--- config.mk ---
export PLATFORM = sky130hd
export DESIGN_NAME = window_line_buffer
export DESIGN_NICKNAME = d
export VERILOG_FILES = /design/src/rtl/cnn_pe_pkg.sv /design/src/rtl/window_line_buffer_line_delay.sv /design/src/rtl/window_line_buffer.sv
export SDC_FILE = /design/constraint.sdc
export NUM_CORES = 1
export LEC_CHECK = 0
export BUFFER_PORTS_ARGS = -buffer_cell sky130_fd_sc_hd__buf_2
export CORE_MARGIN = 3
export CORE_UTILIZATION = 40
export DETAILED_ROUTE_END_ITERATION = 8
export GPL_ROUTABILITY_DRIVEN = 0
export PLACE_DENSITY_LB_ADDON = 0.1
export SYNTH_ARGS = -nofsm -noshare
export SYNTH_HDL_FRONTEND = slang
export SYNTH_SLANG_ARGS = --single-unit
--- constraint.sdc ---
create_clock -name clk -period 7.8 [get_ports clk]
set_clock_uncertainty 0.05 [all_clocks]
set_input_delay 1.56 -clock clk [delete_from_list [all_inputs] [get_ports clk]]
set_output_delay 1.56 -clock clk [all_outputs]
set_load 0.01 [all_outputs]
--- src/rtl/cnn_pe_pkg.sv ---
// Shared definitions for the CNN processing-element datapath.
//
// Contents:
//   K_MIN / K_MAX  - legal kernel sizes for window_line_buffer
//   clog2          - ceiling log2 of a positive integer (clog2(1) = 0)
//   cnt_width      - bits needed to hold 0..v-1, never less than 1
//   geometry_ok    - legality test for a LINES/K pair, used at elaboration
//   win_slot       - flat slot index of window element (row, col).
//                    Rows are row-major, newest first, so row 0 / col 0
//                    (the newest pixel) lands in the most significant slot.
package cnn_pe_pkg;

    localparam int K_MIN = 3;
    localparam int K_MAX = 7;

    function automatic int clog2(input int v);
        int r;
        r = 0;
        for (int i = 0; i < 31; i++) begin
            if ((1 << i) < v) r = i + 1;
        end
        return r;
    endfunction

    function automatic int cnt_width(input int v);
        return (clog2(v) < 1) ? 1 : clog2(v);
    endfunction

    function automatic bit geometry_ok(input int lines, input int k);
        return (k >= K_MIN) && (k <= K_MAX) && (lines > k);
    endfunction

    function automatic int win_slot(input int r, input int c, input int k);
        return (k - 1 - r) * k + (k - 1 - c);
    endfunction

endpackage

--- src/rtl/window_line_buffer_line_delay.sv ---
// line_delay: fixed-depth delay of DEPTH accepted words.
//
// Ports:
//   clk   in  1  rising-edge clock
//   en    in  1  advance strobe; the delay holds when low
//   din   in  W  word entering the delay
//   dout  out W  word that entered DEPTH advances ago
//
// USE_MEM = 1 builds a circular array with one pointer: each advance reads
// the oldest word and overwrites it with din at the same address.
// USE_MEM = 0 builds a plain shift chain. Both present the same dout.
// There is no reset: contents are data only and the pointer phase does not
// matter, because the write-to-read distance is always DEPTH advances.
module line_delay
    import cnn_pe_pkg::*;
#(
    parameter int W       = 8,
    parameter int DEPTH   = 13,
    parameter int USE_MEM = 1
) (
    input  logic         clk,
    input  logic         en,
    input  logic [W-1:0] din,
    output logic [W-1:0] dout
);

    generate
        if (USE_MEM != 0) begin : g_ram
            localparam int PW = cnt_width(DEPTH);
            localparam logic [PW-1:0] PTR_LAST = PW'(DEPTH - 1);

            logic [W-1:0]  mem [DEPTH];
            logic [PW-1:0] ptr;

            always_ff @(posedge clk) begin
                if (en) begin
                    mem[ptr] <= din;
                    // >= rather than == so an out-of-range power-up value
                    // falls back into 0..DEPTH-1 on the first advance.
                    ptr <= (ptr >= PTR_LAST) ? '0 : ptr + 1'b1;
                end
            end

            assign dout = mem[ptr];
        end else begin : g_shift
            logic [W-1:0] chain [DEPTH];

            always_ff @(posedge clk) begin
                if (en) begin
                    chain[0] <= din;
                    for (int i = 1; i < DEPTH; i++) chain[i] <= chain[i-1];
                end
            end

            assign dout = chain[DEPTH-1];
        end
    endgenerate

endmodule

--- src/rtl/window_line_buffer.sv ---
// window_line_buffer: KxK sliding window and KxK weight staging for a PE.
//
// Ports:
//   clk        in   1      rising-edge clock
//   rst_n      in   1      synchronous reset, active low
//   sof        in   1      start of frame, only meaningful with en_in
//   d_in       in   N      raster pixel
//   en_in      in   1      pixel accept strobe
//   w_in       in   M      weight word
//   w_conf     in   1      weight shift strobe
//   w_out      out  M      weight cascade to the next PE
//   w_ready    out  1      K*K weights loaded since the last restart
//   d_grp      out  K*K*N  window, row 0 (newest line) and newest column in MSBs
//   w_grp      out  K*K*M  weights, first stage in MSBs
//   win_valid  out  1      d_grp holds a complete window this cycle
//
// Handshake: en_in and w_conf are push-only valid strobes with no ready;
// the block accepts a pixel on every rising edge where en_in=1 and a
// weight on every edge where w_conf=1, independently of each other.
// With both low every register holds.
//
// Row r tap 0 is fed from line delay r-1 (depth LINES-K), which is fed from
// row r-1 tap K-1. K taps plus LINES-K delay stages put exactly LINES
// accepted pixels between consecutive rows, so columns stay aligned.
module window_line_buffer
    import cnn_pe_pkg::*;
#(
    parameter int LINES   = 16,
    parameter int K       = 3,
    parameter int N       = 8,
    parameter int M       = 4,
    parameter int USE_MEM = 1
) (
    input  logic             clk,
    input  logic             rst_n,
    input  logic             sof,
    input  logic [N-1:0]     d_in,
    input  logic             en_in,
    input  logic [M-1:0]     w_in,
    input  logic             w_conf,
    output logic [M-1:0]     w_out,
    output logic             w_ready,
    output logic [K*K*N-1:0] d_grp,
    output logic [K*K*M-1:0] w_grp,
    output logic             win_valid
);

    localparam int D     = LINES - K;
    localparam int KK    = K * K;
    localparam int COL_W = cnt_width(LINES);
    localparam int ROW_W = cnt_width(K);
    localparam int WC_W  = cnt_width(KK + 1);

    localparam logic [COL_W-1:0] COL_LAST  = COL_W'(LINES - 1);
    localparam logic [COL_W-1:0] COL_FIRST = COL_W'(K - 1);
    localparam logic [ROW_W-1:0] ROW_LAST  = ROW_W'(K - 1);
    localparam logic [WC_W-1:0]  W_FULL    = WC_W'(KK);

    generate
        if (!geometry_ok(LINES, K)) begin : g_bad_geometry
            $error("window_line_buffer: illegal geometry LINES=%0d K=%0d", LINES, K);
        end
    endgenerate

    // Line delays must not advance while reset is held, so an en_in that
    // coincides with reset cannot shift stale data along.
    logic ld_en;
    assign ld_en = en_in & rst_n;

    // ---------------------------------------------------------------- window
    logic [N-1:0] tap    [K][K];
    logic [N-1:0] ld_out [K-1];

    generate
        for (genvar r = 1; r < K; r++) begin : g_ld
            line_delay #(
                .W       (N),
                .DEPTH   (D),
                .USE_MEM (USE_MEM)
            ) u_line_delay (
                .clk  (clk),
                .en   (ld_en),
                .din  (tap[r-1][K-1]),
                .dout (ld_out[r-1])
            );
        end
    endgenerate

    always_ff @(posedge clk) begin
        if (!rst_n) begin
            for (int r = 0; r < K; r++)
                for (int j = 0; j < K; j++)
                    tap[r][j] <= '0;
        end else if (en_in) begin
            tap[0][0] <= d_in;
            for (int r = 1; r < K; r++) tap[r][0] <= ld_out[r-1];
            for (int r = 0; r < K; r++)
                for (int j = 1; j < K; j++)
                    tap[r][j] <= tap[r][j-1];
        end
    end

    generate
        for (genvar r = 0; r < K; r++) begin : g_pack_row
            for (genvar j = 0; j < K; j++) begin : g_pack_col
                assign d_grp[win_slot(r, j, K)*N +: N] = tap[r][j];
            end
        end
    endgenerate

    // ------------------------------------------------------------- position
    // cur_* is the position of the pixel being accepted this edge; a
    // qualified sof overrides the running counters with (0,0).
    logic [COL_W-1:0] col, cur_col;
    logic [ROW_W-1:0] row, cur_row;

    always_comb begin
        cur_col = sof ? '0 : col;
        cur_row = sof ? '0 : row;
    end

    always_ff @(posedge clk) begin
        if (!rst_n) begin
            col       <= '0;
            row       <= '0;
            win_valid <= 1'b0;
        end else begin
            win_valid <= 1'b0;
            if (en_in) begin
                // Columns below K-1 would mix the previous line's tail.
                win_valid <= (cur_row == ROW_LAST) && (cur_col >= COL_FIRST);
                if (cur_col == COL_LAST) begin
                    col <= '0;
                    row <= (cur_row == ROW_LAST) ? cur_row : cur_row + 1'b1;
                end else begin
                    col <= cur_col + 1'b1;
                    row <= cur_row;
                end
            end
        end
    end

    // -------------------------------------------------------------- weights
    logic [M-1:0]    w_reg [KK];
    logic [WC_W-1:0] w_cnt;

    always_ff @(posedge clk) begin
        if (!rst_n) begin
            for (int i = 0; i < KK; i++) w_reg[i] <= '0;
            w_out <= '0;
            w_cnt <= '0;
        end else if (w_conf) begin
            w_reg[0] <= w_in;
            for (int i = 1; i < KK; i++) w_reg[i] <= w_reg[i-1];
            w_out <= w_reg[KK-1];
            // A load after a full set starts a new set at count 1.
            w_cnt <= (w_cnt == W_FULL) ? WC_W'(1) : w_cnt + 1'b1;
        end
    end

    assign w_ready = (w_cnt == W_FULL);

    generate
        for (genvar i = 0; i < KK; i++) begin : g_pack_w
            assign w_grp[(KK-1-i)*M +: M] = w_reg[i];
        end
    endgenerate

endmodule

; ---- Word level (Yosys, flattened, before mapping)
; Memories as Yosys holds them, arrays and structs flattened. A register that Yosys moved wholly into a read port is not among the register bits.
; Index checks and enable logic that the tools add are counted.
[op_classes]
n_reduce_logical = 2
eq_ne = 3
magnitude_cmp = 3
bitwise = 19
add_sub_neg = 5
n_mux = 37
[op_table]
columns = operator, count
row1 = $mux W8, 9
row2 = $mux W4, 16
row3 = $or A1 B1 Y1, 18
row4 = $add A4 B1 Y4 const B, 4
row5 = $mux W1, 9
row6 = $eq A4 B4 Y1 const B, 2
row7 = $ge A4 B4 Y1 const B, 2
row8 = $mux W2, 3
row9 = $ge A4 B2 Y1 const B, 1
row10 = $add A2 B1 Y2 const B, 1
row11 = $eq A2 B2 Y1 const B, 1
row12 = $reduce_and A2 Y1, 1
row13 = $and A1 B1 Y1, 1
row14 = $logic_and A1 B1 Y1, 1
[word_totals]
inputBits = 17
memories = 4
ff_bits = 23
out_inout_bits = 114
word_cells = 80
mem_bits_rw = 316
[mem_list]
columns = name, words, word_bits, read_ports, rd_ports_with_merged_regs, wr, line_no
row1 = g_ld[1].u_line_delay.g_ram.mem, 13, 8, 1, 1, 1, window_line_buffer_line_delay.sv:32  ; logic [W-1:0] mem [DEPTH];
row2 = g_ld[2].u_line_delay.g_ram.mem, 13, 8, 1, 1, 1, window_line_buffer_line_delay.sv:32
row3 = tap, 3, 24, 3, 0, 3, window_line_buffer.sv:71  ; logic [N-1:0] tap [K][K];
row4 = w_reg, 9, 4, 9, 0, 9, window_line_buffer.sv:144  ; logic [M-1:0] w_reg [KK];

; ---- Longest topological paths before layout
[logic_depth]
depth_word = 4
depth_mapped = 6
mapped_depth_nobuf = 5

; ---- Cells and area by module
; From an unflattened synthesis, not the netlist that was laid out.
[hier_totals]
cells_unflattened = 750
hier_area_um2 = 13588.0
[modules_own_cells]
columns = mod, instances, area_each_um2, seq_area_each_um2, cells_each
row1 = window_line_buffer, 1, 4734.5, 3543.4, 322
row2 = line_delay at g_ld[1].u_line_delay, 1, 4430.5, 3323.2, 214
row3 = line_delay at g_ld[2].u_line_delay, 1, 4423.0, 3323.2, 214

; ---- Worst setup path before layout
; OpenSTA, ideal clock, no wires.
[synth_timing]
path_kind = input-to-reg
from = input rst_n
to = memory tap[0][0] (netlist bit), enable pin
t_required_ns = 7.007
n_path_buf = 2
cell_stages = 3
setup_slack_ns = 3.855
setup_ns = 0.743
t_arrival_ns = 3.152
cell_sequence = buf_4 > clkbuf_1 > nand2_1
[synth_rtl]
columns = element, line_no
row1 = start: declaration, window_line_buffer.sv:35  ; input logic rst_n,
row2 = end: declaration, window_line_buffer.sv:71

; ---- Final worst setup path
[layout_timing]
from = input en_in
to = memory g_ld[2].u_line_delay.g_ram.mem[0][0], enable pin
[layout_via]
elab_chain_len = 3
[layout_rtl]
columns = element, line_no
row1 = start: declaration, window_line_buffer.sv:38  ; input logic en_in,
row2 = $and A1 B1 Y1, window_line_buffer.sv:68  ; assign ld_en = en_in & rst_n;
row3 = $mux W1, window_line_buffer_line_delay.sv:36  ; if (en) begin
row4 = $mux W1 (not written as such), window_line_buffer_line_delay.sv:37  ; mem[ptr] <= din;
row5 = end: declaration, window_line_buffer_line_delay.sv:32
; No other way between the ends.

==> summary.txt <==
Status
  – Status: complete, no violations

Die
  – Rows: between 60 and 70
  – Starting density of the core: a little over 40%
  – Die W: 191 um
  – Ports: between 100 and 150
  – Die area: 36600 um^2
  – Die Y: between 150 and 200 um
  – Core area: roughly 34000 um^2

Critical path
  – Kind of critical path: input port to register
  – CP startpoint kind: input port
  – Crit end category: register
  – Max FO, Critical Path: 65
  – Critical Path RT: just under 8 ns
  – Worst r2r path cells: 4
  – Critical Path AT: ~3.8 ns

Timing
  – Tmin final: around 3.7 ns
  – Setup TNS: 0 ns
  – Hold slack final: 0.454 ns
  – Actual slew at the worst max-slew pin: 1.15 ns
  – Period Utilization, post-route: between 40% and 50%
  – Setup violators final: 0
  – Max Slew Vio Count: 0
  – RSZ-0062 raised after global routing: no
  – Rel. slew slack: 22.6%
  – Final Hold Vio Count: 0
  – Max frequency: 269 MHz

Synth
  – Netlist Area Pre-Place: 13800 um^2
  – Syn_nets: ~900
  – Top_reg_cell synth: edfxtp_1
  – Synthesis Warnings: 0
  – Post-synth ARST share: 0%
  – Post-synth EDFFs: 324
  – Sequential element share of the synthesized area: about three quarters
  – Area leader, netlist: edfxtp_1
  – Syn_area_per_cell: between 15 and 20 um^2
  – Synth top area cells: edfxtp_1 71%, mux2i_1 6.3%, and3_1 4.2%
  – Syn Inst Count: 866
  – Count of cell types in the netlist: 42
  – #FFs+latches synth: ~350
  – Synth top area share: a little over two thirds

Route
  – DRC: 0
  – Vias: 7566
  – Iteration-0 DRC Markers: between 500 and 600
  – WL per Instance: 21.1 um
  – First-pass detailed-route iteration total: 5
  – Post-Route WL: approximately 31 mm
  – Antenna Nets Post-Route: 0
  – DR vias/cell: 5.18

Cells and area
  – N_diodes: 0
  – Share of cells above drive strength 1: about a fifth
  – Final instance area: ~16000 um^2
  – Max FFs per register: about 210
  – Final core utilization: a little under half
  – Fillers: slightly below 3000
  – Area Growth Syn to Fin: 15.0%
  – Post-layout net count: between 1000 and 1500

Global route
  – Met2 usage: about 27%
  – Global Route Usage Sum: between 10% and 20%
  – Overflow left after global routing: 0
  – GRT Max-Usage Layer: met2
  – Largest net degree at the start of global routing: ~100
  – GR Util met3: between 2 and 3%
  – Initial antenna violation count: 0
  – First-pass GRT wire length: approximately 46 mm
  – Number of global-route vias before repair: between 7000 and 8000
  – Met1 Resource Use GR: 22.5%

Place
  – Port bufs: 130
  – Placed Area: between 10000 and 15000 um^2
  – Hpwl dp: a little under 20 mm

Clock tree
  – Root buffer cell: clkbuf_16
  – H-tree depth: 2
  – Post-CTS Setup Bufs: 0
  – Clock sink total: between 300 and 400
  – Clock slew at reported path FFs: about 0.06 ns
  – CTS buffer count: 37
  – Clock Latency Late Sink: between 0.5 and 0.6 ns
  – Clock Tree Buf Depth: 3
  – Hold_buf cts: 0
  – Post-cts resize count: 0
  – CTS tree: built

Pwr
  – Worst vdd ir: roughly 180 uV
  – Final Power: around 4.0 mW
  – Leakage power: 6.31 nW
  – Power per Cell Area: around 260 nW/um^2

Job
  – Max_cap viols: 0

Worst hold path
  – Hold Path Cell Cnt: 1
  – HP Class: register to register
-- cell usage in the layout (no fill, tap or decap), types with 2 or more instances in the layout --
| cell type | netlist | routed |
|---|---|---|
| edfxtp_1 | 324 | 324 |
| buf_2 | 13 | 130 |
| and3_1 | 93 | 93 |
| mux2i_1 | 86 | 86 |
| nand2_1 | 47 | 46 |
| clkbuf_16 | 0 | 39 |
| a22oi_1 | 32 | 32 |
| nor2b_1 | 30 | 30 |
| inv_1 | 24 | 24 |
| dfxtp_1 | 23 | 21 |
| nor2_1 | 18 | 18 |
| o22ai_1 | 17 | 17 |
| a2111oi_0 | 16 | 16 |
| a221o_1 | 16 | 16 |
| clkinv_1 | 0 | 12 |
| nand2b_1 | 11 | 11 |
| and2_1 | 11 | 11 |
| ha_1 | 11 | 11 |
| buf_4 | 6 | 11 |
| nor3_1 | 10 | 10 |
| clkbuf_1 | 23 | 10 |
| o21ai_0 | 8 | 8 |
| a21oi_1 | 4 | 4 |
| a21boi_0 | 3 | 3 |
| o211a_1 | 3 | 3 |
| clkinv_2 | 0 | 3 |
| nand2_4 | 1 | 2 |
| nand2_2 | 2 | 2 |
| a31oi_1 | 2 | 2 |
| a32o_1 | 2 | 2 |
| dfxtp_2 | 0 | 2 |
-- per-stage QoR --
step,cells,worst slack (ns)
6_report,1462,4.09
5_1_grt,1462,3.77
4_1_cts,1462,3.96
3_5_place_dp,1394,3.44
3_3_place_gp,1394,3.54
2_1_floorplan,866,3.86
-- critical path: stages --
cell and delay [ns]:
buf_2 0.08, buf_4 0.44, nand2_4 0.19, inv_4 0.34, nand2_1 0.23, nor3_1 0.92
-- cell type report --
| class | count | area [um^2] | share of cell area (%) |
|---|---|---|---|
| Inverter | 25 | 96.3 | 0.609 |
| Multi-Input combinational cell | 433 | 3100 | 19.6 |
| Clock buffer | 50 | 1030 | 6.49 |
| Clock inverter | 18 | 106 | 0.672 |
| Tap cell | 448 | 561 | 3.54 |
| Timing Repair Buffer | 141 | 733 | 4.63 |
| Sequential cell | 347 | 10200 | 64.4 |
-- per-layer routing --
metal | part of all wire (%) | wire length, um
met5 | 0 | 0
met4 | 3.4 | 1040
met3 | 4.3 | 1320
met2 | 49 | 15200
met1 | 43 | 13300
-- path summary, 6_finish.rpt --
| check | startpoint | end | slack, ns |
|---|---|---|---|
| max | en_in | g_ld[2].u_line_delay.g_ram.mem[0][0]$_DFFE_PP_ | 4.09 |
| min | row[1]$_SDFFE_PN0P_ | row[1]$_SDFFE_PN0P_ | 0.45 |
| max reg2reg | register | tap[0][46]$_SDFFCE_PN0P_ | 5.34 |
| min reg2reg | row[1]$_SDFFE_PN0P_ | row[1]$_SDFFE_PN0P_ | 0.45 |
-- Yosys cell counts (13+ instances only) --
cell type,n
dfxtp_1,23
buf_2,13
a22oi_1,32
nor2b_1,30
inv_1,24
clkbuf_1,23
a2111oi_0,16
nor2_1,18
mux2i_1,86
edfxtp_1,324
a221o_1,16
and3_1,93
nand2_1,47
o22ai_1,17
-- cell families (layout without fill, tap and decap cells) --
| group | count (synthesis) | in the layout | synth area share, % |
|---|---|---|---|
| xor gates and xnor gates | 1 | 1 | 0.0637 |
| and+or+nand+nor | 229 | 229 | 9.22 |
| DFF | 347 | 347 | 74.1 |
| muxes | 86 | 86 | 6.26 |
| buffers and inverters | 86 | 234 | 3.40 |
| adders and majority gates | 11 | 11 | 1.00 |
| AOI/OAI and AO/OA | 106 | 106 | 5.98 |
-- power breakdown --
part / internal (mW) / total [mW] / switching [mW]
combinational: 0.0874 / 0.244 / 0.157
clock: 0.956 / 1.65 / 0.691
sequential: 2.10 / 2.16 / 0.0575
total: 3.14 / 4.05 / 0.905
Power figures use the tool's default switching activity.
